## src/rtl/com_receiver_if.sv

```systemverilog
// Purpose : Bundles the UART-side byte handshakes and the command/response
//           consumer signals of com_receiver into one interface.
// Ports   : slave  - com_receiver side (consumes rx bytes, drives cmd/tx)
//           master - environment side (UART model plus command consumer)
interface com_receiver_if;
    // UART receive side
    logic        rx_rdy;
    logic [7:0]  rx_data;
    logic        clr_rx_rdy;
    // Command consumer side
    logic [15:0] cmd;
    logic        cmd_rdy;
    logic        clr_cmd_rdy;
    logic        frame_err;
    logic        overrun;
    // Response request side
    logic        send_resp;
    logic [7:0]  resp;
    logic        resp_busy;
    logic        resp_sent;
    // UART transmit side
    logic        trmt;
    logic [7:0]  tx_data;
    logic        tx_done;

    modport slave (
        input  rx_rdy, rx_data, clr_cmd_rdy, send_resp, resp, tx_done,
        output clr_rx_rdy, cmd, cmd_rdy, frame_err, overrun,
               resp_busy, resp_sent, trmt, tx_data
    );

    modport master (
        output rx_rdy, rx_data, clr_cmd_rdy, send_resp, resp, tx_done,
        input  clr_rx_rdy, cmd, cmd_rdy, frame_err, overrun,
               resp_busy, resp_sent, trmt, tx_data
    );
endinterface

```

## src/rtl/com_receiver.sv

```systemverilog
// Purpose : Remote-end command/response engine. Assembles two received bytes
//           (high first) into a 16-bit command with an inter-byte timeout,
//           and independently sends one response byte on request.
// Ports   : clk  - system clock, rising edge
//           rst  - asynchronous active-high reset
//           bus  - com_receiver_if.slave (rx handshake, cmd/cmd_rdy/
//                  clr_cmd_rdy, frame_err, overrun, send_resp/resp,
//                  resp_busy/resp_sent, trmt/tx_data/tx_done)
module com_receiver #(
    parameter int unsigned TIMEOUT_CYCLES = 100000
) (
    input  logic          clk,
    input  logic          rst,
    com_receiver_if.slave bus
);

    localparam int unsigned TMR_W   = $clog2(TIMEOUT_CYCLES + 1);
    localparam int unsigned BYTE_W  = 8;
    localparam int unsigned CMD_W   = 16;

    typedef enum logic [0:0] {
        RX_IDLE    = 1'b0,
        RX_WAIT_LB = 1'b1
    } rx_state_e;

    typedef enum logic [0:0] {
        TX_IDLE = 1'b0,
        TX_WAIT = 1'b1
    } tx_state_e;

    rx_state_e          rx_state_q, rx_state_d;
    tx_state_e          tx_state_q, tx_state_d;
    logic [BYTE_W-1:0]  hi_byte_q,  hi_byte_d;
    logic [TMR_W-1:0]   timer_q,    timer_d;
    logic [CMD_W-1:0]   cmd_q,      cmd_d;
    logic               cmd_rdy_q,  cmd_rdy_d;
    logic               frame_err_q, frame_err_d;
    logic               overrun_q,  overrun_d;
    logic [BYTE_W-1:0]  tx_data_q,  tx_data_d;
    logic               trmt_q,     trmt_d;
    logic               resp_sent_q, resp_sent_d;

    // Last timer value before a silent WAIT_LB cycle declares a timeout
    localparam logic [TMR_W-1:0] TMR_LAST = TMR_W'(TIMEOUT_CYCLES - 1);
    localparam logic [TMR_W-1:0] TMR_MAX  = '1;

    // State and output registers
    always_ff @(posedge clk or posedge rst) begin
        if (rst) begin
            rx_state_q  <= RX_IDLE;
            tx_state_q  <= TX_IDLE;
            hi_byte_q   <= '0;
            timer_q     <= '0;
            cmd_q       <= '0;
            cmd_rdy_q   <= 1'b0;
            frame_err_q <= 1'b0;
            overrun_q   <= 1'b0;
            tx_data_q   <= '0;
            trmt_q      <= 1'b0;
            resp_sent_q <= 1'b0;
        end else begin
            rx_state_q  <= rx_state_d;
            tx_state_q  <= tx_state_d;
            hi_byte_q   <= hi_byte_d;
            timer_q     <= timer_d;
            cmd_q       <= cmd_d;
            cmd_rdy_q   <= cmd_rdy_d;
            frame_err_q <= frame_err_d;
            overrun_q   <= overrun_d;
            tx_data_q   <= tx_data_d;
            trmt_q      <= trmt_d;
            resp_sent_q <= resp_sent_d;
        end
    end

    // RX path: byte pairing, inter-byte timeout, command ready bookkeeping
    always_comb begin
        logic complete;

        rx_state_d  = rx_state_q;
        hi_byte_d   = hi_byte_q;
        timer_d     = timer_q;
        cmd_d       = cmd_q;
        frame_err_d = 1'b0;
        overrun_d   = 1'b0;
        complete    = 1'b0;

        unique case (rx_state_q)
            RX_IDLE: begin
                if (bus.rx_rdy) begin
                    hi_byte_d  = bus.rx_data;
                    timer_d    = '0;
                    rx_state_d = RX_WAIT_LB;
                end
            end
            RX_WAIT_LB: begin
                if (bus.rx_rdy) begin
                    cmd_d      = {hi_byte_q, bus.rx_data};
                    complete   = 1'b1;
                    rx_state_d = RX_IDLE;
                end else if (timer_q == TMR_LAST) begin
                    // Stalled frame: drop the high byte, leave cmd alone
                    frame_err_d = 1'b1;
                    rx_state_d  = RX_IDLE;
                end else if (timer_q != TMR_MAX) begin
                    timer_d = timer_q + TMR_W'(1);
                end
            end
            default: rx_state_d = RX_IDLE;
        endcase

        // Completion beats a same-cycle acknowledge
        cmd_rdy_d = cmd_rdy_q;
        if (bus.clr_cmd_rdy) begin
            cmd_rdy_d = 1'b0;
        end
        if (complete) begin
            cmd_rdy_d = 1'b1;
            overrun_d = cmd_rdy_q;
        end
    end

    // TX path: one response byte per request, requests while busy dropped
    always_comb begin
        tx_state_d  = tx_state_q;
        tx_data_d   = tx_data_q;
        trmt_d      = 1'b0;
        resp_sent_d = 1'b0;

        unique case (tx_state_q)
            TX_IDLE: begin
                if (bus.send_resp) begin
                    tx_data_d  = bus.resp;
                    trmt_d     = 1'b1;
                    tx_state_d = TX_WAIT;
                end
            end
            TX_WAIT: begin
                if (bus.tx_done) begin
                    resp_sent_d = 1'b1;
                    tx_state_d  = TX_IDLE;
                end
            end
            default: tx_state_d = TX_IDLE;
        endcase
    end

    // Every presented byte is consumed in the cycle it is seen
    assign bus.clr_rx_rdy = bus.rx_rdy;

    assign bus.cmd       = cmd_q;
    assign bus.cmd_rdy   = cmd_rdy_q;
    assign bus.frame_err = frame_err_q;
    assign bus.overrun   = overrun_q;
    assign bus.resp_busy = (tx_state_q == TX_WAIT);
    assign bus.resp_sent = resp_sent_q;
    assign bus.trmt      = trmt_q;
    assign bus.tx_data   = tx_data_q;

endmodule

```

## src/flat_wrapper.sv

```systemverilog
// flat-port wrapper written by rule: the top's interface ports become plain ports
module com_receiver_flat 
#(
    parameter int unsigned TIMEOUT_CYCLES = 100000
)
  (clk, rst, bus_rx_rdy, bus_rx_data, bus_clr_cmd_rdy, bus_send_resp, bus_resp, bus_tx_done, bus_clr_rx_rdy, bus_cmd, bus_cmd_rdy, bus_frame_err, bus_overrun, bus_resp_busy, bus_resp_sent, bus_trmt, bus_tx_data);
  com_receiver_if bus_i ();
  input  logic clk;
  input  logic rst;
  input wire logic [$bits(bus_i.rx_rdy)-1:0] bus_rx_rdy;
  input wire logic [$bits(bus_i.rx_data)-1:0] bus_rx_data;
  input wire logic [$bits(bus_i.clr_cmd_rdy)-1:0] bus_clr_cmd_rdy;
  input wire logic [$bits(bus_i.send_resp)-1:0] bus_send_resp;
  input wire logic [$bits(bus_i.resp)-1:0] bus_resp;
  input wire logic [$bits(bus_i.tx_done)-1:0] bus_tx_done;
  output wire logic [$bits(bus_i.clr_rx_rdy)-1:0] bus_clr_rx_rdy;
  output wire logic [$bits(bus_i.cmd)-1:0] bus_cmd;
  output wire logic [$bits(bus_i.cmd_rdy)-1:0] bus_cmd_rdy;
  output wire logic [$bits(bus_i.frame_err)-1:0] bus_frame_err;
  output wire logic [$bits(bus_i.overrun)-1:0] bus_overrun;
  output wire logic [$bits(bus_i.resp_busy)-1:0] bus_resp_busy;
  output wire logic [$bits(bus_i.resp_sent)-1:0] bus_resp_sent;
  output wire logic [$bits(bus_i.trmt)-1:0] bus_trmt;
  output wire logic [$bits(bus_i.tx_data)-1:0] bus_tx_data;
  assign bus_i.rx_rdy = bus_rx_rdy;
  assign bus_i.rx_data = bus_rx_data;
  assign bus_i.clr_cmd_rdy = bus_clr_cmd_rdy;
  assign bus_i.send_resp = bus_send_resp;
  assign bus_i.resp = bus_resp;
  assign bus_i.tx_done = bus_tx_done;
  assign bus_clr_rx_rdy = bus_i.clr_rx_rdy;
  assign bus_cmd = bus_i.cmd;
  assign bus_cmd_rdy = bus_i.cmd_rdy;
  assign bus_frame_err = bus_i.frame_err;
  assign bus_overrun = bus_i.overrun;
  assign bus_resp_busy = bus_i.resp_busy;
  assign bus_resp_sent = bus_i.resp_sent;
  assign bus_trmt = bus_i.trmt;
  assign bus_tx_data = bus_i.tx_data;
  com_receiver #(.TIMEOUT_CYCLES(TIMEOUT_CYCLES)) u_core (.clk(clk), .rst(rst), .bus(bus_i));
endmodule
```

## config.mk

```make
export PLATFORM = sky130hd
export DESIGN_NAME = com_receiver_flat
export DESIGN_NICKNAME = d
export VERILOG_FILES = /design/src/rtl/com_receiver_if.sv /design/src/rtl/com_receiver.sv /design/src/flat_wrapper.sv
export SDC_FILE = /design/constraint.sdc
export NUM_CORES = 1
export LEC_CHECK = 0
export BUFFER_PORTS_ARGS = -buffer_cell sky130_fd_sc_hd__buf_2
export CAP_MARGIN = 20
export CORE_UTILIZATION = 50
export DETAILED_ROUTE_END_ITERATION = 10
export PLACE_DENSITY_LB_ADDON = 0.2
export REMOVE_ABC_BUFFERS = 1
export SLEW_MARGIN = 10
export SYNTH_ARGS = -nofsm -noshare
export SYNTH_HDL_FRONTEND = slang
export SYNTH_SLANG_ARGS = --single-unit
```

## constraint.sdc

```tcl
create_clock -name clk -period 3.5 [get_ports clk]
set_input_delay 0.175 -clock clk [delete_from_list [all_inputs] [get_ports clk]]
set_output_delay 0.175 -clock clk [all_outputs]
set_load 0.01 [all_outputs]
```

## Word-level counts from Yosys, hierarchy flattened

Index checks and enable logic that the tools add are counted.
Widths: inputs -> output; s select.

- Memories: 0
- ROM bits: 0
- Logic and storage cells: 47
- Flip-flop bits (word level): 56
- Memory bits (writable): 0
- Latch bits: 0

- Shift-type cells: 0
- Magnitude comparators: 0
- Reductions and logical operators: 5
- Bitwise operators: 2
- Multipliers: 0
- Muxes and demuxes: 22
- Add/sub/neg operators: 1
- Eq/ne operators: 6
- Div/mod/pow operators: 0

Operators by type and width:

| cell | count |
|---|---|
| $mux 17 | 4 |
| $pmux 17 s2 | 1 |
| $add 17x1->17 const B | 1 |
| $eq 17x17->1 const B | 1 |
| $ne 17x17->1 const B | 1 |
| $mux 1 | 15 |
| $ne 2x2->1 const B | 4 |
| $reduce_and 2->1 | 3 |
| $pmux 1 s2 | 2 |
| $reduce_and 4->1 | 1 |
| $not 1->1 | 2 |
| $reduce_bool 2->1 | 1 |

## Depth between registers and ports, before layout

Gate-level depths: netlist of the first run.

- Depth after elaboration: 5
- Gate-level depth with buffers: 10
- Mapped depth without buffers: 9

## Least setup slack after synthesis of the first run

OpenSTA, ideal clock, no wires.

- Path type: flip-flop to flip-flop
- Start point: register u_core.timer_q[0]
- End point: register u_core.timer_q[14]
- Data required time: 3.384 ns
- Data arrival time: 2.310 ns
- Cell stages (with the launch flop): 11
- Slack: 1.075 ns
- Clock period less this slack: 2.425 ns
- Cells stage by stage: dfrtp_1 > ha_1 > and4_1 > buf_6 > nand4_1 > nor2_1 > ha_1 > nor2b_1 > nand4_1 > or3_1 > o311ai_0

- Longest elaborated chain between the ends: 5
- Elaborated cells between the ends (all ways): 10
- Those cells by class: add/sub (1); eq/ne (4); mux (4); reduce/logical (1)

Ends and longest elaborated chain:

| what | line | text |
|---|---|---|
| from (decl) | com_receiver.sv:34 | `logic [TMR_W-1:0] timer_q, timer_d;` |
| from (signal assigned) | com_receiver.sv:65 | `timer_q <= timer_d;` |
| $add 17x1->17 | com_receiver.sv:106 | `timer_d = timer_q + TMR_W'(1);` |
| $mux 17 | com_receiver.sv:105 | `end else if (timer_q != TMR_MAX) begin` |
| $mux 17 | com_receiver.sv:101 | `end else if (timer_q == TMR_LAST) begin` |
| $mux 17 | com_receiver.sv:97 | `if (bus.rx_rdy) begin` |
| $pmux 17 s2 | com_receiver.sv:88 | `unique case (rx_state_q)` |

Parallel ways exist; a longest one is shown, timed or not. The select of a mux whose other input is x is not followed.
A chain may end at the register's enable or synchronous reset.

## Worst setup path after layout of the first run

Ends and elaborated chain as after synthesis.

==> impl_metrics.toml, run 1 <==
[outcome]
outcome = "finished clean"

[worst_setup_path]
rr_worst_depth = 9
cp-start-kind = "register"
rrSetupSlack_ns = 0.82
worst_setup_path_end_kind = "register"
r2r-end = "u_core.timer_q[14]$_DFFE_PP0P_"
timing.rr.start = "u_core.timer_q[0]$_DFFE_PP0P_"
critPathKind = "reg -> reg"
crit_required_ns = 3.69
critPathMaxFanout = 7
cp.arrival_ns = 2.88

[clock_tree]
cts_sinks = 56
path_clk_slew_ns = 0.10
cts_inserted_buffers = 5
clk_latency_ns = 0.31
clk_path_buf_depth = 2
htreeDepth = 2
cts_tree = "built"
cts_root_buf = "clkbuf_8"

[floorplan]
start_util_pct = 52.1
placementRows = 25
fp.dieW_um = 72.4
coreArea_um2 = 4750
ios = 53
design.die.area_um2 = 5240
dieHeight_um = 72.4

[finish]
fillerInstances = 405
nNetsFinal = 278
final_common_cell = "dfrtp_1"
final_cell_mix = "dfrtp_1, buf_2, mux2_2"
fin_util_pct = 61.4
drive_gt1_share_pct = 39.1
diodes = 0
syn_to_final_growth_pct = 18.0

[timing]
slew_violations = 0
fin_skew_ns = 0.00844
min_period_over_period_pct = 76.7
tns_ns = 0
slew-limit-headroom_pct = 47.2
rsz0062_at_grt = "no"
min_period_ns = 2.68
hold_violations = 0
tightest_slew_ns = 0.792
fmax_ghz = 0.373
setup_viol = 0

[synth]
netlist_area_um2 = 2470
synth_flop_cell = "dfrtp_1"
synthCells = 201
ys.warnings.count = 0
postSynth.asyncResetShare_pct = 100
synthDistinctLibCells = 38
ys_ff_latch = 56
synth_edf_count = 0
avgSynthCellArea_um2 = 12.3
ys_seq_area_share_pct = 56.6

[power_and_ir_drop]
leakage_nw = 1.33
p_per_area_nw_per_um2 = 607
power_mw = 1.77
ir_drop_mv = 0.319

[grt]
grt_pass1_vias = 1758
track_usage_pct = 19.8
grt_first_pass_wirelength_mm = 8.06
grt_overflow = 0
grt_max_degree = 34
antenna_found_initial = 0

[route]
topRoutingLayerUsed = "met4"
detail_route.drc_violations = 0
dr.pass1.iters = 4
wl_met1_mm = 2.13
num_vias = 1771
avgRoutedWirePerCell_um = 14.3
dr_wl_met2_mm = 2.25
wl_met3_um = 151
via_per_inst = 5.53
antenna_left = 0
drt_wl_total_mm = 4.59
drtIter0Drc = 119

[hold_path]
hold_class = "in -> reg"
min_from = "bus_resp[4]"
min_path_cells = 2
holdPathEnd = "u_core.bus.tx_data[4]$_DFFE_PP0P_"

[placement]
gp_congestion = 0.821
place_hpwl_mm = 3.30
port-buffer-count = 52

[run]
max_cap_violations = 0
layer usage:
layer	GRT usage, %	up-vias
li1	-	855
met2	33.0	40
met4	6.75	0
met5	0	-
met1	25.8	870
met3	3.89	6
flip-flops by register name (all words and copies together), names as in the netlist:
| register | count |
|---|---|
| u_core.timer_q | 17 |
| u_core.bus.cmd | 16 |
| u_core.bus.tx_data | 8 |
| u_core.hi_byte_q | 8 |
| u_core.bus.cmd_rdy | 1 |
| u_core.bus.frame_err | 1 |
| u_core.bus.overrun | 1 |
| u_core.bus.resp_busy | 1 |
| u_core.bus.resp_sent | 1 |
| u_core.bus.trmt | 1 |
| u_core.rx_state_q | 1 |
final cells by class:
| class | count | area (um^2) | share of cell area, % |
|---|---|---|---|
| Sequential cell | 56 | 1400 | 48.0 |
| Tap cell | 67 | 83.8 | 2.87 |
| Clock inverter | 3 | 68.8 | 2.36 |
| Clock buffer | 5 | 68.8 | 2.36 |
| Inverter | 5 | 18.8 | 0.643 |
| Multi-Input combinational cell | 129 | 993 | 34.0 |
| Timing Repair Buffer | 55 | 285 | 9.77 |
worst max path at each step:
stage,from,end,slack [ns],depth (start not counted)
2_1_floorplan,u_core.timer_q[0]$_DFFE_PP0P_,u_core.timer_q[14]$_DFFE_PP0P_,1.12,9
5_1_grt,u_core.timer_q[0]$_DFFE_PP0P_,u_core.timer_q[14]$_DFFE_PP0P_,0.63,9
6_report,u_core.timer_q[0]$_DFFE_PP0P_,u_core.timer_q[14]$_DFFE_PP0P_,0.82,9
3_5_place_dp,u_core.timer_q[0]$_DFFE_PP0P_,u_core.timer_q[14]$_DFFE_PP0P_,0.81,9
3_3_place_gp,u_core.timer_q[0]$_DFFE_PP0P_,u_core.timer_q[14]$_DFFE_PP0P_,0.95,9
4_1_cts,u_core.timer_q[0]$_DFFE_PP0P_,u_core.timer_q[14]$_DFFE_PP0P_,0.84,9
synth_stat cells, types with 2 or more instances:
cell type / instances / area (um^2)
or4_1: 2 / 15.0
nand3_1: 8 / 40.0
a31oi_1: 2 / 12.5
nand2_1: 12 / 45.0
a21o_1: 3 / 22.5
nor4b_1: 2 / 17.5
buf_6: 2 / 22.5
and4b_1: 2 / 20.0
nor2_1: 4 / 15.0
o41ai_1: 4 / 35.0
nor3_1: 2 / 10.0
inv_1: 5 / 18.8
ha_1: 4 / 50.1
nand2b_1: 2 / 12.5
o21ai_0: 9 / 45.0
mux2_2: 32 / 360
and2_1: 2 / 12.5
nand4_1: 6 / 37.5
o211ai_1: 6 / 45.0
nor2b_1: 2 / 12.5
clkbuf_1: 7 / 26.3
and3_1: 2 / 12.5
or3_1: 3 / 18.8
a21oi_1: 2 / 10.0
or2_2: 2 / 12.5
o31ai_1: 2 / 15.0
o311ai_0: 6 / 52.6
dfrtp_1: 56 / 1400
metrics by stage:
step | setup WS [ns] | instances | area, um^2 | hold WS, ns
after floorplan | 1.12 | 190 | 2410 | 0.245
after global placement | 0.948 | 311 | 2770 | 0.316
after detailed placement | 0.807 | 311 | 2770 | 0.322
after CTS | 0.837 | 320 | 2920 | 0.0870
after global routing | 0.626 | 320 | 2920 | 0.0883
final | 0.817 | 320 | 2920 | 0.0918
timing repair:
action | CTS | global route
hold buffers | 1 | 0
resized for setup | 0 | 0
setup buffers | 0 | 0
hold endpoints to repair | 32 | 0
kinds of logic after synthesis:
kind of cell | after synthesis | synth area share, %
simple gates | 58 | 13.6
compound gates | 35 | 9.96
mux | 32 | 14.6
buf+inv | 16 | 3.24
fa+ha+maj | 4 | 2.02
flops | 56 | 56.6
critical path, cell delays in order (launching register included):
cell and delay, ns:
dfrtp_1 0.45, ha_1 0.25, and4_1 0.29, nand4_1 0.12, nor2_1 0.05, ha_1 0.25, nor2b_1 0.31, nand4_1 0.19
or3_1 0.39, o311ai_0 0.28
power breakdown:
group	internal [mW]	total, mW	switching, mW
sequential	0.789	0.878	0.0884
clock	0.288	0.499	0.211
combinational	0.198	0.396	0.197
total	1.28	1.77	0.497
Power figures use the tool's default switching activity.
==> run 2, diff against run 1 <==
--- a/config.mk
+++ b/config.mk
@@ -5,9 +5,10 @@
 export SDC_FILE = /design/constraint.sdc
 export NUM_CORES = 1
 export LEC_CHECK = 0
+export ABC_AREA = 1
 export BUFFER_PORTS_ARGS = -buffer_cell sky130_fd_sc_hd__buf_2
 export CAP_MARGIN = 20
-export CORE_UTILIZATION = 50
+export CORE_UTILIZATION = 49
 export DETAILED_ROUTE_END_ITERATION = 10
 export PLACE_DENSITY_LB_ADDON = 0.2
 export REMOVE_ABC_BUFFERS = 1
==> constraint.sdc (replaced) <==
create_clock -name clk -period 2.43 [get_ports clk]
set_input_delay 0.1215 -clock clk [delete_from_list [all_inputs] [get_ports clk]]
set_output_delay 0.1215 -clock clk [all_outputs]
set_load 0.01 [all_outputs]
==> impl_metrics.toml, run 2 <==
[outcome]
outcome = "finished clean"

[timing]
fin_skew_ns = 0.00673
min_period_ns = 2.10
slew-limit-headroom_pct = 63.8
tns_ns = 0
fmax_ghz = 0.477
rsz0062_at_grt = "no"
hold_ws_ns = 0.0159
min_period_over_period_pct = 86.3
hold_violations = 0
setup_viol = 0
slew_violations = 0
tightest_slew_ns = 0.543

[route]
antenna_left = 0
dr.pass1.iters = 4
drtIter0Drc = 82
detail_route.drc_violations = 0
drt_wl_total_mm = 5.56
via_per_inst = 4.86
avgRoutedWirePerCell_um = 11.5
num_vias = 2356

[finish]
syn_to_final_growth_pct = 18.4
final_cell_mix = "nand2_1, dfrtp_1, buf_2"
fin_area_um2 = 3180
nNetsFinal = 440
regMostFlops = "u_core.timer_q"
drive_gt1_share_pct = 17.3
largest_reg_flops = 17
final_common_cell = "nand2_1"
diodes = 0

[synth]
synth-simple-area-share_pct = 33.1
netlist_area_um2 = 2690
synth-xor-area-share_pct = 0.652
muxShareOfSynthArea_pct = 0
ys.warnings.count = 0
synthDistinctLibCells = 22
ys_ff_latch = 56
yosys.area.top_type = "dfrtp_1"
synth_common_cells = "nand2_1, dfrtp_1, nor2_1"
synth_compound_area_share_pct = 4.85
synthAdderAreaFrac_pct = 1.86
synth_top_area_share_pct = 52.2
avgSynthCellArea_um2 = 7.61
ys_seq_area_share_pct = 52.2
synthCells = 353
synth_area_leaders = "dfrtp_1, nand2_1, nand3_1, nor2_1, inv_1"
synth_edf_count = 0
synth_flop_cell = "dfrtp_1"
synth_top_family_by_area = "simple AND/OR/NAND/NOR gates"
postSynth.asyncResetShare_pct = 100
synth_most_common_cell = "nand2_1"

[run]
max_cap_violations = 0

[clock_tree]
path_clk_slew_ns = 0.10
htreeDepth = 2
clk_latency_ns = 0.31
clk_path_buf_depth = 2
cts_inserted_buffers = 5
cts_sinks = 56
cts_hold_buffers = 7
cts_tree = "built"
cts-resized-gates = 0
post-cts-setup-buffers = 0
cts_root_buf = "clkbuf_8"

[placement]
placed_cell_area_um2 = 3020
place_hpwl_mm = 3.93
port-buffer-count = 52
gp_congestion = 0.885

[floorplan]
design.die.area_um2 = 5780
coreArea_um2 = 5200
dieHeight_um = 76.0
placementRows = 26
fp.dieW_um = 76.0
ios = 53
start_util_pct = 51.6

[grt]
met2_usage_pct = 35.3
grt_overflow = 0
grt_first_pass_wirelength_mm = 10.1
top_usage_layer = "met2"
track_usage_pct = 21.4
grt_pass1_vias = 2261
antenna_found_initial = 0
grtUsageMet1_pct = 28.4
grt_max_degree = 36
grt_util_met3_pct = 4.07

[worst_setup_path]
timing.rr.start = "u_core.timer_q[0]$_DFFE_PP0P_"
critPathKind = "reg -> reg"
worst_setup_path_end_kind = "register"
critPathMaxFanout = 17
crit_required_ns = 2.64
cp.arrival_ns = 2.30
r2r-end = "u_core.timer_q[15]$_DFFE_PP0P_"
rr_worst_depth = 11
rrSetupSlack_ns = 0.33
startpoint = "u_core.timer_q[0]$_DFFE_PP0P_"
cp-start-kind = "register"
cp-endpoint = "u_core.timer_q[15]$_DFFE_PP0P_"

[power_and_ir_drop]
ir_drop_mv = 0.319
p_per_area_nw_per_um2 = 681
leakage_nw = 1.69
power_mw = 2.16

[hold_path]
min_path_cells = 3
hold_class = "in -> reg"
-- run 2: how the worst min path moves through the flow --
stage	startpoint	endpoint	slack [ns]
2_1_floorplan	bus_rx_rdy	u_core.bus.frame_err$_DFF_PP0_	0.19
3_3_place_gp	rst	u_core.bus.resp_sent$_DFF_PP0_	0.17
3_5_place_dp	rst	u_core.bus.resp_sent$_DFF_PP0_	0.17
4_1_cts	bus_resp[7]	u_core.bus.tx_data[7]$_DFFE_PP0P_	0.0002
5_1_grt	bus_rx_data[3]	u_core.bus.cmd[3]$_DFFE_PP0P_	0.02
6_report	bus_resp[5]	u_core.bus.tx_data[5]$_DFFE_PP0P_	0.02
-- run 2: where the power goes --
group          leakage (nW)  internal (mW)  total, mW  switching, mW
clock network        0.0485          0.207      0.510          0.303
logic                 0.921          0.189      0.481          0.292
registers             0.723           1.08       1.17         0.0908
-- run 2: kinds of logic after synthesis --
group,after synthesis
buffers and inverters,47
xor gates and xnor gates,2
DFF,56
AOI/OAI and AO/OA,26
and+or+nand+nor,218
adders and majority gates,4
-- run 2: metrics by stage --
| step | util, % | worst slack [ns] | instances |
|---|---|---|---|
| finish | 61.1 | 0.332 | 485 |
| detailed placement | 58.0 | 0.339 | 470 |
| global route | 61.1 | 0.0458 | 485 |
| global placement | 58.0 | 0.417 | 470 |
| floorplan | - | 0.567 | 342 |
| CTS | 61.1 | 0.335 | 485 |
-- run 2: cell type report --
cell class	instances	area, um^2
fill	490	2030
sequential	56	1400
multi-input combinational	250	1090
timing repair buffer	65	375
inverter	36	135
tap	70	87.6
clock buffer	5	68.8
clock inverter	3	22.5
-- run 2: critical path, cell delays in order (launching register included) --
cell and delay (ns):
dfrtp_1 0.42, ha_1 0.21, nand2_2 0.10, nor2_1 0.16, nand3_1 0.14, nor4_1 0.21, ha_1 0.21, inv_1 0.04
nand2_1 0.07, nand2_2 0.20, nand3_1 0.18, nand2_1 0.06
-- run 2: per-layer routing --
| metal | vias up | share of wire (%) |
|---|---|---|
| li1 | 1219 | - |
| met1 | 1075 | 48 |
| met2 | 54 | 46 |
| met3 | 8 | 4.2 |
| met4 | 0 | 1.6 |
| met5 | - | 0 |
==> run 3, diff against run 2 <==
--- a/config.mk
+++ b/config.mk
@@ -6,10 +6,10 @@
 export NUM_CORES = 1
 export LEC_CHECK = 0
 export ABC_AREA = 1
-export BUFFER_PORTS_ARGS = -buffer_cell sky130_fd_sc_hd__buf_2
 export CAP_MARGIN = 20
-export CORE_UTILIZATION = 49
+export CORE_UTILIZATION = 50
 export DETAILED_ROUTE_END_ITERATION = 10
+export DONT_BUFFER_PORTS = 1
 export PLACE_DENSITY_LB_ADDON = 0.2
 export REMOVE_ABC_BUFFERS = 1
 export SLEW_MARGIN = 10
==> impl_metrics.toml, run 3 (same netlist as run 2, synthesis figures left out) <==
[outcome]
outcome = "finished clean"

[timing]
fmax_ghz = 0.473
hold_violations = 0
min_period_over_period_pct = 87.0
slew-limit-headroom_pct = 66.4
min_period_ns = 2.11
tns_ns = 0
setup_viol = 0
fin_skew_ns = 0.00637
slew_violations = 0
layout_setup_ws_ns = 0.316
tightest_slew_ns = 0.504
rsz0062_at_grt = "no"

[route]
topRoutingLayerUsed = "met4"
via_per_inst = 5.03
dr.pass1.iters = 4
drt_wl_total_mm = 5.62
avgRoutedWirePerCell_um = 12.6
dr_wl_met2_mm = 2.51
wl_met3_um = 306
wl_met1_mm = 2.72
drtIter0Drc = 127
antenna_left = 0
detail_route.drc_violations = 0
num_vias = 2244

[clock_tree]
clk_latency_ns = 0.31
cts_tree = "built"
htreeDepth = 2
cts_sinks = 56
post-cts-setup-buffers = 0
path_clk_slew_ns = 0.10
clk_path_buf_depth = 2
cts_inserted_buffers = 5
cts_root_buf = "clkbuf_8"

[floorplan]
placementRows = 26
fp.dieW_um = 75.3
coreArea_um2 = 5140
dieHeight_um = 75.3
design.die.area_um2 = 5670
ios = 53
start_util_pct = 52.2

[power_and_ir_drop]
leakage_nw = 1.52
p_per_area_nw_per_um2 = 683
ir_drop_mv = 0.307

[placement]
dpl_worst_slack_ns = 0.305
place_hpwl_mm = 3.79
gp_congestion = 0.930
port-buffer-count = 0

[finish]
seq_area_um2 = 1400
largest_reg_flops = 17
syn_to_final_growth_pct = 13.7
regMostFlops = "u_core.timer_q"
final_cell_mix = "nand2_1, dfrtp_1, nor2_1"
diodes = 0
final_common_cell = "nand2_1"
nNetsFinal = 401
multi_input_area_um2 = 1090
fin_util_pct = 59.4
fillerInstances = 452
drive_gt1_share_pct = 5.59

[run]
max_cap_violations = 0

[grt]
grt_overflow = 0
track_usage_pct = 21.8
grt_max_degree = 26
grt_pass1_vias = 2051
grt_first_pass_wirelength_mm = 9.33
antenna_found_initial = 0

[worst_setup_path]
crit_required_ns = 2.63
cp-start-kind = "register"
timing.rr.start = "u_core.timer_q[0]$_DFFE_PP0P_"
cp.arrival_ns = 2.32
critPathKind = "reg -> reg"
startpoint = "u_core.timer_q[0]$_DFFE_PP0P_"
critPathMaxFanout = 17
worst_setup_path_end_kind = "register"

[hold_path]
min_from = "bus_send_resp"
hold_class = "in -> reg"
run 3: cell count changes in the layout (fill, tap and decap cells not counted), sizes merged:
cell         delta
clkinvlp        +1
buf            -52
dlygate4sd3    +13
clkinv          -1
run 3: timing repair:
| item | in CTS | in global routing |
|---|---|---|
| hold buffers | 20 | 0 |
| hold endpoints to repair | 52 | 0 |
| setup endpoints to repair | 0 | 17 |
| resized for setup | 0 | 1 |
run 3: final cells by class:
type,count,area share (%)
clock inverter,3,0.697
multi-input combinational,250,35.8
timing repair buffer,26,8.03
clock buffer,5,2.25
sequential,56,45.9
tap,70,2.87
inverter,36,4.43
run 3: metrics by stage:
stage / area (um^2) / power [mW] / instances / hold WS [ns]
after floorplan: 2620 / 1.45 / 342 / 0.192
after global placement: 2760 / 1.54 / 418 / 0.0733
after detailed placement: 2760 / 1.56 / 418 / 0.0684
after CTS: 3050 / 2.10 / 446 / 0.183
after global routing: 3050 / 2.22 / 446 / 0.233
final: 3050 / 2.09 / 446 / 0.184
run 3: final timing paths:
check                           slack (ns)                        endpoint  depth (start not counted)
worst max register to register        0.32  u_core.timer_q[15]$_DFFE_PP0P_                         11
min in group asynchronous             0.28  u_core.bus.cmd[12]$_DFFE_PP0P_                          2
worst min-delay path                  0.18  u_core.bus.resp_busy$_DFF_PP0_                          2
max in group asynchronous             1.52   u_core.timer_q[2]$_DFFE_PP0P_                          3
worst min register to register        0.52  u_core.bus.cmd[13]$_DFFE_PP0P_                          2
worst max-delay path                  0.32  u_core.timer_q[15]$_DFFE_PP0P_                         11
run 3: worst max-delay path, cell delays in order (launching register included):
cell     delay (ns)
dfrtp_1        0.42
ha_1           0.21
nand2_2        0.10
nor2_1         0.16
nand3_1        0.16
nor4_2         0.20
ha_1           0.22
inv_1          0.04
nand2_1        0.07
nand2_2        0.21
nand3_1        0.17
nand2_1        0.06
run 3: report_power, final:
group          switching, mW  internal (mW)  total [mW]
logic                  0.209          0.121       0.330
clock network          0.314          0.205       0.520
registers              0.152           1.08        1.24
run 3: routing by layer:
layer	vias up	global-route usage [%]
met5	-	0
met4	0	7.41
met3	10	4.28
met2	62	35.3
met1	1033	29.4
li1	1139	-
